File: src/rtl/alu_sub_arbiter_pkg.sv
// Shared types and constants for the Y86 ALU subtract/compare arbiter.
// The flag triple maps onto the condition-code register fields.
package y86_alu_pkg;

    localparam int WORD_W = 64;

    localparam logic REQ_EXE  = 1'b0;
    localparam logic REQ_ADDR = 1'b1;

    typedef enum logic {
        EMPTY = 1'b0,
        FULL  = 1'b1
    } rsp_state_t;

    typedef struct packed {
        logic zf;
        logic sf;
        logic of;
    } flags_t;

    // Overflow is the carry out of the sign bit XOR the carry into it.
    function automatic flags_t calc_flags(input logic [WORD_W-1:0] diff,
                                          input logic c63,
                                          input logic c62);
        flags_t f;
        f.zf = (diff == '0);
        f.sf = diff[WORD_W-1];
        f.of = c63 ^ c62;
        return f;
    endfunction

endpackage

File: src/rtl/alu_sub_arbiter_if.sv
// Request/response bundle between the two ALU requesters, the arbiter and
// the condition-code consumer.
interface alu_sub_arbiter_if;
    import y86_alu_pkg::*;

    logic              req0_valid;
    logic              req0_ready;
    logic [WORD_W-1:0] req0_a;
    logic [WORD_W-1:0] req0_b;
    logic              req1_valid;
    logic              req1_ready;
    logic [WORD_W-1:0] req1_a;
    logic [WORD_W-1:0] req1_b;
    logic              rsp_valid;
    logic              rsp_ready;
    logic              rsp_id;
    logic [WORD_W-1:0] rsp_diff;
    logic              rsp_zf;
    logic              rsp_sf;
    logic              rsp_of;

    modport master (
        output req0_valid, req0_a, req0_b,
        output req1_valid, req1_a, req1_b,
        output rsp_ready,
        input  req0_ready, req1_ready,
        input  rsp_valid, rsp_id, rsp_diff, rsp_zf, rsp_sf, rsp_of
    );

    modport slave (
        input  req0_valid, req0_a, req0_b,
        input  req1_valid, req1_a, req1_b,
        input  rsp_ready,
        output req0_ready, req1_ready,
        output rsp_valid, rsp_id, rsp_diff, rsp_zf, rsp_sf, rsp_of
    );

endinterface

File: src/rtl/alu_sub_arbiter_rr_arb2.sv
// Two-way arbiter: round-robin against last_grant, or fixed priority to
// requester 0 when rr_en is low.
module rr_arb2 (
    input  logic [1:0] valid,
    input  logic       rr_en,
    input  logic       last_grant,
    output logic       grant,
    output logic       any
);
    always_comb begin
        any   = |valid;
        grant = 1'b0;
        case (valid)
            2'b01:   grant = 1'b0;
            2'b10:   grant = 1'b1;
            2'b11:   grant = rr_en ? ~last_grant : 1'b0;
            default: grant = 1'b0;
        endcase
    end

endmodule

File: src/rtl/alu_subtractor_64.sv
// Shared 64-bit subtractor: a + ~b + 1, exposing carries out of bits 63 and 62.
module alu_subtractor_64 (
    input  logic [63:0] a,
    input  logic [63:0] b,
    output logic [63:0] diff,
    output logic        carry_out,
    output logic        carry_62
);
    logic [63:0] b_inv;
    logic [64:0] sum;

    // The carry into bit 63 falls out of the sum bit and its two operand bits.
    always_comb begin
        b_inv     = ~b;
        sum       = {1'b0, a} + {1'b0, b_inv} + 65'd1;
        diff      = sum[63:0];
        carry_out = sum[64];
        carry_62  = a[63] ^ b_inv[63] ^ sum[63];
    end

endmodule

File: src/rtl/alu_sub_arbiter.sv
// Shares one 64-bit subtractor between the execute compare path and the
// address/decrement path; the result and Y86 flags sit in a one-entry register.
module alu_sub_arbiter #(
    parameter bit RR_EN  = 1'b1,
    parameter int WORD_W = 64
) (
    input  logic            clk,
    input  logic            rst_n,
    alu_sub_arbiter_if.slave bus
);
    import y86_alu_pkg::*;

    if (WORD_W != 64) begin : g_width_check
        $error("alu_sub_arbiter: WORD_W must be 64 to match alu_subtractor_64");
    end

    rsp_state_t        state;
    rsp_state_t        state_next;
    logic              grant;
    logic              any;
    logic              last_grant;
    logic              can_accept;
    logic              xfer;
    logic [WORD_W-1:0] op_a;
    logic [WORD_W-1:0] op_b;
    logic [WORD_W-1:0] sub_diff;
    logic              sub_c63;
    logic              sub_c62;
    flags_t            sub_flags;
    flags_t            flags_q;
    logic [WORD_W-1:0] diff_q;
    logic              id_q;

    rr_arb2 u_arb (
        .valid      ({bus.req1_valid, bus.req0_valid}),
        .rr_en      (RR_EN),
        .last_grant (last_grant),
        .grant      (grant),
        .any        (any)
    );

    alu_subtractor_64 u_sub (
        .a         (op_a),
        .b         (op_b),
        .diff      (sub_diff),
        .carry_out (sub_c63),
        .carry_62  (sub_c62)
    );

    // Readies come only from valids and the response handshake, never from operands.
    always_comb begin
        can_accept     = (state == EMPTY) || bus.rsp_ready;
        bus.req0_ready = any && (grant == REQ_EXE) && can_accept;
        bus.req1_ready = any && (grant == REQ_ADDR) && can_accept;
        xfer           = any && can_accept;
        op_a           = (grant == REQ_ADDR) ? bus.req1_a : bus.req0_a;
        op_b           = (grant == REQ_ADDR) ? bus.req1_b : bus.req0_b;
        sub_flags      = calc_flags(sub_diff, sub_c63, sub_c62);
        state_next     = state;
        case (state)
            EMPTY:   if (xfer) state_next = FULL;
            FULL:    if (!xfer && bus.rsp_ready) state_next = EMPTY;
            default: state_next = EMPTY;
        endcase
    end

    always_ff @(posedge clk or negedge rst_n) begin
        if (!rst_n) begin
            state <= EMPTY;
        end else begin
            state <= state_next;
        end
    end

    // A draining entry may be overwritten in the same cycle for back-to-back results.
    always_ff @(posedge clk or negedge rst_n) begin
        if (!rst_n) begin
            diff_q     <= '0;
            flags_q    <= '0;
            id_q       <= REQ_EXE;
            last_grant <= REQ_ADDR;
        end else if (xfer) begin
            diff_q     <= sub_diff;
            flags_q    <= sub_flags;
            id_q       <= grant;
            last_grant <= grant;
        end
    end

    assign bus.rsp_valid = (state == FULL);
    assign bus.rsp_id    = id_q;
    assign bus.rsp_diff  = diff_q;
    assign bus.rsp_zf    = flags_q.zf;
    assign bus.rsp_sf    = flags_q.sf;
    assign bus.rsp_of    = flags_q.of;

endmodule

File: src/flat_wrapper.sv
// flat-port wrapper written by rule: the top's interface ports become plain ports
module alu_sub_arbiter_flat import y86_alu_pkg::*;
#(
    parameter bit RR_EN  = 1'b1,
    parameter int WORD_W = 64
)
  (clk, rst_n, bus_req0_valid, bus_req0_a, bus_req0_b, bus_req1_valid, bus_req1_a, bus_req1_b, bus_rsp_ready, bus_req0_ready, bus_req1_ready, bus_rsp_valid, bus_rsp_id, bus_rsp_diff, bus_rsp_zf, bus_rsp_sf, bus_rsp_of);
  alu_sub_arbiter_if bus_i ();
  input  logic clk;
  input  logic rst_n;
  input wire logic [$bits(bus_i.req0_valid)-1:0] bus_req0_valid;
  input wire logic [$bits(bus_i.req0_a)-1:0] bus_req0_a;
  input wire logic [$bits(bus_i.req0_b)-1:0] bus_req0_b;
  input wire logic [$bits(bus_i.req1_valid)-1:0] bus_req1_valid;
  input wire logic [$bits(bus_i.req1_a)-1:0] bus_req1_a;
  input wire logic [$bits(bus_i.req1_b)-1:0] bus_req1_b;
  input wire logic [$bits(bus_i.rsp_ready)-1:0] bus_rsp_ready;
  output wire logic [$bits(bus_i.req0_ready)-1:0] bus_req0_ready;
  output wire logic [$bits(bus_i.req1_ready)-1:0] bus_req1_ready;
  output wire logic [$bits(bus_i.rsp_valid)-1:0] bus_rsp_valid;
  output wire logic [$bits(bus_i.rsp_id)-1:0] bus_rsp_id;
  output wire logic [$bits(bus_i.rsp_diff)-1:0] bus_rsp_diff;
  output wire logic [$bits(bus_i.rsp_zf)-1:0] bus_rsp_zf;
  output wire logic [$bits(bus_i.rsp_sf)-1:0] bus_rsp_sf;
  output wire logic [$bits(bus_i.rsp_of)-1:0] bus_rsp_of;
  assign bus_i.req0_valid = bus_req0_valid;
  assign bus_i.req0_a = bus_req0_a;
  assign bus_i.req0_b = bus_req0_b;
  assign bus_i.req1_valid = bus_req1_valid;
  assign bus_i.req1_a = bus_req1_a;
  assign bus_i.req1_b = bus_req1_b;
  assign bus_i.rsp_ready = bus_rsp_ready;
  assign bus_req0_ready = bus_i.req0_ready;
  assign bus_req1_ready = bus_i.req1_ready;
  assign bus_rsp_valid = bus_i.rsp_valid;
  assign bus_rsp_id = bus_i.rsp_id;
  assign bus_rsp_diff = bus_i.rsp_diff;
  assign bus_rsp_zf = bus_i.rsp_zf;
  assign bus_rsp_sf = bus_i.rsp_sf;
  assign bus_rsp_of = bus_i.rsp_of;
  alu_sub_arbiter #(.RR_EN(RR_EN), .WORD_W(WORD_W)) u_core (.clk(clk), .rst_n(rst_n), .bus(bus_i));
endmodule
File: config.mk
export PLATFORM = sky130hd
export DESIGN_NAME = alu_sub_arbiter_flat
export DESIGN_NICKNAME = d
export VERILOG_FILES = /design/src/rtl/alu_sub_arbiter_pkg.sv /design/src/rtl/alu_sub_arbiter_if.sv /design/src/rtl/alu_sub_arbiter_rr_arb2.sv /design/src/rtl/alu_subtractor_64.sv /design/src/rtl/alu_sub_arbiter.sv /design/src/flat_wrapper.sv
export SDC_FILE = /design/constraint.sdc
export NUM_CORES = 1
export LEC_CHECK = 0
export BUFFER_PORTS_ARGS = -buffer_cell sky130_fd_sc_hd__buf_2
export CAP_MARGIN = 25
export CORE_UTILIZATION = 46
export DETAILED_ROUTE_END_ITERATION = 7
export GPL_TIMING_DRIVEN = 0
export PLACE_DENSITY = 0.75
export REMOVE_ABC_BUFFERS = 1
export SLEW_MARGIN = 25
export SYNTH_ARGS = -nofsm -noshare
export SYNTH_HDL_FRONTEND = slang
export SYNTH_SLANG_ARGS = --single-unit
File: constraint.sdc
create_clock -name clk -period 5.3 [get_ports clk]
set_input_delay 0.265 -clock clk [delete_from_list [all_inputs] [get_ports clk]]
set_output_delay 0.265 -clock clk [all_outputs]
set_load 0.005 [all_outputs]
==> summary.md, run 1 <==
| Metric | Value |
|---|---|
| Run status | finished clean |
| Critical path capture point type | register |
| Die Area | 0.0201 mm^2 |
| R2R depth | 17 |
| Stages on the worst setup path | 17 |
| Most used DFF post-synth | dfrtp_1 |
| Vias per cell | 5.92 |
| Gp weighted congestion | 0.938 |
| CTS tree | done |
| Row cnt | 50 |
| Buf+Inv Stages, Crit Path | 3 |
| Area after DPL | 0.0110 mm^2 |
| Largest net degree at the start of global routing | 47 |
| Setup violations, final | 0 |
| Nets | 1,711 |
| Gate Count Post-Synth | 1,082 |
| CTS clk-pin slew, worst paths | 0.06 ns |
| Layout Area Growth over Synthesis | 26.7% |
| Most frequent cell after synthesis | nand2_1 |
| Placed insts | 1,627 |
| Worst-Skew Late Latency | 0.34 ns |
| Leakage power | 0.00531 uW |
| CP max stage cell | ha_1 |
| Largest cells by area after synthesis | dfrtp_1 (19%), mux2_2 (11%), ha_1 (8.9%) |
| Hold Crit Depth | 3 |
| Power per cell area | 306 mW/mm^2 |
| Clk_skew | 0.00414 ns |
| Number of DRC markers in iteration 0 | 632 |
| Die height | 142 um |
| Fin crit share | 0.948 |
| Max-slew violations | 0 |
| Hpwl dp | 24.2 mm |
| PortBufs | 331 |
| Yosys cell types | 94 |
| Relative slew margins | 0.581 |
| I/O Pins | 332 |
| Top Family by Delay on Critical Path | compound AO/OA/AOI/OAI gates |
| Synth top cells by count | nand2_1 (132), mux2_2 (86), a21oi_1 (77) |
| DRT antenna net count | 0 |
| Ant. Diodes | 0 |
| Post-synth top area share | 0.189 |
| Final count of hold timing violations | 0 |
| Grt ovf | 0 |
| First-pass GRT wire length | 45.7 mm |
| Die width | 142 um |
| Final wirelength | 29.3 mm |
| CTS buffer count | 9 |
| Core area | 0.0190 mm^2 |
| Initial Util | 0.475 |
| Final instance area | 0.0114 mm^2 |
| Vias in the first global route | 9,022 |
| Async set-reset flop share out of synthesis | 1.00 |
| Post-synthesis sequential area ratio | 0.192 |
| Crit path largest cell delay | 0.44 ns |
| Area leader, netlist | dfrtp_1 |
| Crit path arrival time | 5.26 ns |
| Synth Warn # | 0 |
| Mapped cell area | 0.00900 mm^2 |
| Post-layout minimum cycle time | 5.02 ns |
| Worst-path fanout max | 22 |
| Overall routing resource usage | 0.285 |
| Synthesized area per cell | 8.32 um^2 |
| Final non-filler cell total | 1,650 |
| Total of max-cap violations | 0 |
| Worst-path cell chain | a21boi_4, buf_4, buf_16, buf_16, mux2_2, ha_1, a21o_1, a311o_1, o21ai_1, a21oi_2, nor3_4, mux2i_1, nand4_1, nor4_2, and4_1, nand4_1, o41ai_2 |
| Clk buf depth | 2 |
| H-tree Lvls | 3 |
| F_max | 199 MHz |
| Worst hold path type | input port to register |
| CP startpoint kind | register |
| Worst VDD drop | 0.000187 V |
| CTS Sinks | 69 |
| Worst Tran Pin Value | 0.624 ns |
| RSZ-0062 raised after global routing | false |
| Wire per inst | 17.7 um |
| DR DRC count | 0 |
| Type of the worst setup path | register to register |
| Initial antenna violation count | 0 |
| Root Driver | clkbuf_16 |
| Yosys reg bits | 69 |
| 1st-pass router iterations | 5 |
| Layout cells sized above 1 | 0.368 |
| Via Count | 9,765 |
| Post-synth EDFFs | 0 |
| CP required | 5.54 ns |
## kinds of logic (layout without fill, tap and decap cells)
family,count (synthesis),in the layout,share of synthesized area
compound gates,349,349,0.274
xor+xnor,39,39,0.0380
fa+ha+maj,65,65,0.0912
buf+inv,83,391,0.0402
flops,69,69,0.192
mux,157,157,0.187
simple gates,320,320,0.178
## worst min-delay path, delay by kind of cell
family / cells / cell delay (ns)
buffers and inverters: 1 / 0.14
and+or+nand+nor: 2 / 0.12
## metrics by stage
stage          hold slack (ns)   util  total power (uW)  TNS, ns  setup slack [ns]
2_1_floorplan          -0.0306      -              2160  -388.60             -6.61
3_3_place_gp             0.457  0.565              2840  -585.49             -9.80
3_5_place_dp             0.210  0.582              2850   -0.326            -0.326
4_1_cts                  0.202  0.598              3460        0             0.237
5_1_grt                  0.214  0.601              3720        0            0.0387
6_report                 0.213  0.601              3490        0             0.276
## what timing repair did
item	in CTS	in global routing
hold buffers	1	0
endpoints found under the hold margin	23	0
gates resized for setup	0	6
buffers inserted	2	4
pin swaps	1	2
cloned	0	0
setup endpoints to repair	1	1
## flip-flops by register name, summed over array words and instances, names as in the netlist
signal	count
u_core.bus.rsp_id	1
u_core.last_grant	1
u_core.bus.rsp_zf	1
u_core.bus.rsp_valid	1
u_core.bus.rsp_of	1
u_core.bus.rsp_diff	64
## path summary, 6_finish.rpt
path                                                    startpoint                                  end  slack (ns)
worst max-delay path                 u_core.last_grant$_DFFE_PN1P_        u_core.bus.rsp_zf$_DFFE_PN0P_        0.28
worst min-delay path                                bus_req1_valid       u_core.bus.rsp_valid$_DFF_PN0_        0.21
worst max register to register       u_core.last_grant$_DFFE_PN1P_        u_core.bus.rsp_zf$_DFFE_PN0P_        0.28
min in group asynchronous                                    rst_n  u_core.bus.rsp_diff[60]$_DFFE_PN0P_        0.39
max in group asynchronous                                    rst_n        u_core.last_grant$_DFFE_PN1P_        4.32
worst min register to register  u_core.bus.rsp_diff[4]$_DFFE_PN0P_   u_core.bus.rsp_diff[4]$_DFFE_PN0P_        0.47
## power by group
group | total (uW) | switching (uW) | internal, uW | leakage [uW]
clock | 590 | 257 | 333 | 0.000135
sequential | 816 | 99.7 | 717 | 0.000830
combinational | 2080 | 1180 | 897 | 0.00434
total | 3490 | 1540 | 1950 | 0.00531
## routing by layer
layer / global-route usage / up-vias / wire length [um]
li1: - / 4715 / -
met1: 0.372 / 4571 / 12900
met2: 0.495 / 435 / 14000
met3: 0.0348 / 44 / 1890
met4: 0.0781 / 0 / 580
met5: 0 / - / 0
## layout make-up
class | count | area, um^2
Fill cell | 1763 | 7560
Inverter | 26 | 97.6
Tap cell | 260 | 325
Clock buffer | 10 | 239
Clock inverter | 6 | 46.3
Timing Repair Buffer | 349 | 2000
Multi-Input combinational cell | 930 | 6960
Sequential cell | 69 | 1730
## layout by cell type (no fill, tap or decap), types with 7 or more instances in the layout
cell       Yosys  final
a311o_1        7      7
o211ai_1       8      8
a21boi_0       7      7
xnor2_1       25     25
nor3_1        24     24
o21bai_1      12     11
ha_1          64     62
clkbuf_16      0      9
and3_1        11     11
or3_1         11     11
nor2_1        45     45
and4_1         7      7
o31ai_1       18     18
a21oi_1       77     77
a21o_1        25     25
buf_2         16    330
buf_16         0     10
nand3_1       20     20
xor2_1        14     14
mux2_2        86     86
o21a_1        18     18
buf_4          3      7
o21ai_1       14     12
o221ai_1       7      7
a211oi_1      11     11
o21ai_0       64     64
nand2_1      132    132
dfrtp_1       68     68
mux2i_1       71     71
inv_1         26     26
a31oi_1       10     10
nand4_1       24     24
Power figures use the tool's default switching activity.
==> run 2, diff against run 1 <==
CORE_MARGIN = 5   (was default)
SKIP_LAST_GASP = 1   (was default)
==> run 2 against run 1 <==
Compared with the run above:
- count of clock-buffer cells in the layout decreased by 1
- via count is 0.99% lower
- sequential power about the same
- non-clock buffer count up 2
- critical path depth is 1 higher
- sequential cell count is the same
- core utilization down 0.62 points
- highest routed layer unchanged
==> summary.md, run 2 (synthesis results as in run 1) <==
| Metric | Value |
|---|---|
| Run status | finished clean |
| Ant. Diodes | 0 (unchanged) |
| Sum of negative setup slack | 0 ns (unchanged) |
| Crit path arrival time | 5.22 ns (-0.04 ns) |
| Die height | 150 um (+5.6%) |
| Via Count | 9,668 (-0.99%) |
| First-pass GRT wire length | 48.2 mm (+5.6%) |
| I/O Pins | 332 (unchanged) |
| Worst-Skew Late Latency | 0.35 ns (about the same) |
| Largest register FFs | 64 (unchanged) |
| Root Driver | clkbuf_16 |
| Max-slew violations | 0 (unchanged) |
| F_max | 201 MHz (+1.0%) |
| Setup WS pre-CTS | 0.00551 ns (+0.332 ns) |
| Layout cells sized above 1 | 0.368 (about the same) |
| Overall routing resource usage | 0.264 (-0.0211) |
| Layout Area Growth over Synthesis | 27.9% |
| Initial antenna violation count | 0 (unchanged) |
| Worst Tran Pin Value | 0.682 ns (+0.0581 ns) |
| Worst setup margin | 0.326 ns (+0.0496 ns) |
| Vias per cell | 5.83 (-1.4%) |
| Die Area | 0.0225 mm^2 (+12%) |
| Nets | 1,713 (+0.12%) |
| Fin crit share | 0.939 (-0.00936) |
| CTS Sinks | 69 (unchanged) |
| R2r endpoint | u_core.bus.rsp_zf$_DFFE_PN0P_ |
| Largest net degree at the start of global routing | 47 (unchanged) |
| Core area | 0.0193 mm^2 (+2.0%) |
| Worst hold path type | input port to register |
| Row cnt | 51 (+2.0%) |
| Worst VDD drop | 0.000175 V (-6.4%) |
| Post-layout minimum cycle time | 4.97 ns (-0.0496 ns) |
| Reg-to-reg critical path startpoint | u_core.last_grant$_DFFE_PN1P_ |
| Gp weighted congestion | 0.943 (+0.53%) |
| Reg-to-reg setup timing slack | 0.33 ns (+0.05 ns) |
| PortBufs | 331 (unchanged) |
| Relative slew margins | 0.541 (-0.0397) |
| Die width | 150 um (+5.6%) |
| Hpwl dp | 26.0 mm (+7.2%) |
| CTS clk-pin slew, worst paths | 0.06 ns (about the same) |
| Number of DRC markers in iteration 0 | 658 (+4.1%) |
| Most frequent cells in the layout | buf_2 (330), nand2_1 (132), mux2_2 (86) |
| Most common cell after layout, fill and taps aside | buf_2 |
| CP startpoint | u_core.last_grant$_DFFE_PN1P_ |
| 1st-pass router iterations | 5 (unchanged) |
| Wire per inst | 18.7 um (+5.5%) |
| H-tree Lvls | 3 (unchanged) |
| Grt ovf | 0 (unchanged) |
| RSZ-0062 raised after global routing | false |
| Final wirelength | 31.0 mm (+5.9%) |
| Worst-path fanout max | 21 (-4.5%) |
| R2R depth | 18 (+1) |
| Setup violations, final | 0 (unchanged) |
| Clk buf depth | 2 (unchanged) |
| Clk_skew | 0.00635 ns (+0.00220 ns) |
| Hold Crit Depth | 3 (unchanged) |
| Type of the worst setup path | register to register |
| Vias in the first global route | 9,441 (+4.6%) |
| Finished Core Util | 0.595 (-0.00616) |
| Critical path capture point type | register |
| DRT antenna net count | 0 (unchanged) |
| CTS tree | done |
| Total of max-cap violations | 0 (unchanged) |
| Initial Util | 0.465 (-0.00931) |
| Total power | 3620 uW (+3.7%) |
| CTS buffer count | 9 (unchanged) |
| CP startpoint kind | register |
| DR DRC count | 0 (unchanged) |
| Critical path capture point | u_core.bus.rsp_zf$_DFFE_PN0P_ |
| CP required | 5.54 ns (about the same) |
| Placed insts | 1,633 (+0.37%) |
| Leakage power | 0.00537 uW (+1.2%) |
| Final count of hold timing violations | 0 (unchanged) |
| Final non-filler cell total | 1,657 (+0.42%) |
| Power per cell area | 314 mW/mm^2 (+2.7%) |
[run 2: final cells by class]
cell class                      instances  area [um^2]
Tap cell                              265          332
Multi-Input combinational cell        930         6970
Clock buffer                            9          225
Timing Repair Buffer                  351         2050
Clock inverter                          7          104
Fill cell                            1736         7830
Inverter                               26         97.6
Sequential cell                        69         1730
[run 2: stage by stage]
stage	area [um^2]	hold slack, ns
2_1_floorplan	8730	-0.0306
3_5_place_dp	11100	0.202
6_report	11500	0.199
3_3_place_gp	10700	0.455
5_1_grt	11500	0.202
4_1_cts	11400	0.190
[run 2: worst min path at each step]
| stage | slack (ns) | from | endpoint |
|---|---|---|---|
| after floorplan | -0.03 | rst_n | u_core.bus.rsp_diff[0]$_DFFE_PN0P_ |
| after global placement | 0.45 | u_core.bus.rsp_diff[7]$_DFFE_PN0P_ | u_core.bus.rsp_diff[7]$_DFFE_PN0P_ |
| after detailed placement | 0.20 | rst_n | u_core.bus.rsp_diff[63]$_DFFE_PN0P_ |
| after CTS | 0.19 | bus_req1_valid | u_core.bus.rsp_valid$_DFF_PN0_ |
| after global routing | 0.20 | bus_req1_valid | u_core.bus.rsp_valid$_DFF_PN0_ |
| final | 0.20 | bus_req1_valid | u_core.bus.rsp_valid$_DFF_PN0_ |
[run 2: metal layers]
layer	track usage	vias to the layer above	routed length (um)
met5	0	-	0
met4	0.0650	0	641
met3	0.0463	47	2400
met2	0.446	387	14800
met1	0.351	4508	13200
li1	-	4726	-
[run 2: critical path, cell delays in order, from the launching register on]
cell      delay, ns
dfstp_2        0.38
a21boi_4       0.13
buf_4          0.14
buf_16         0.15
buf_16         0.18
buf_16         0.19
buf_16         0.18
mux2_2         0.35
ha_2           0.46
nand4_1        0.30
or3_1          0.50
nor3_1         0.23
o21ai_1        0.11
and4_4         0.22
o41ai_4        0.43
xor2_1         0.18
nor4_1         0.31
nand4_1        0.17
o41ai_2        0.22
[run 2: timing repair]
| action | 4_1_cts | 5_1_grt |
|---|---|---|
| hold buffers | 1 | 0 |
| gates resized for setup | 0 | 6 |
| hold endpoints to repair | 23 | 0 |
| endpoints found under the setup margin | 0 | 1 |
| buffers inserted | 0 | 7 |
[run 2: report_power, final]
part	internal (uW)	switching [uW]	total, uW
registers	716	100	817
clock network	419	275	694
logic	902	1200	2110
total	2040	1580	3620
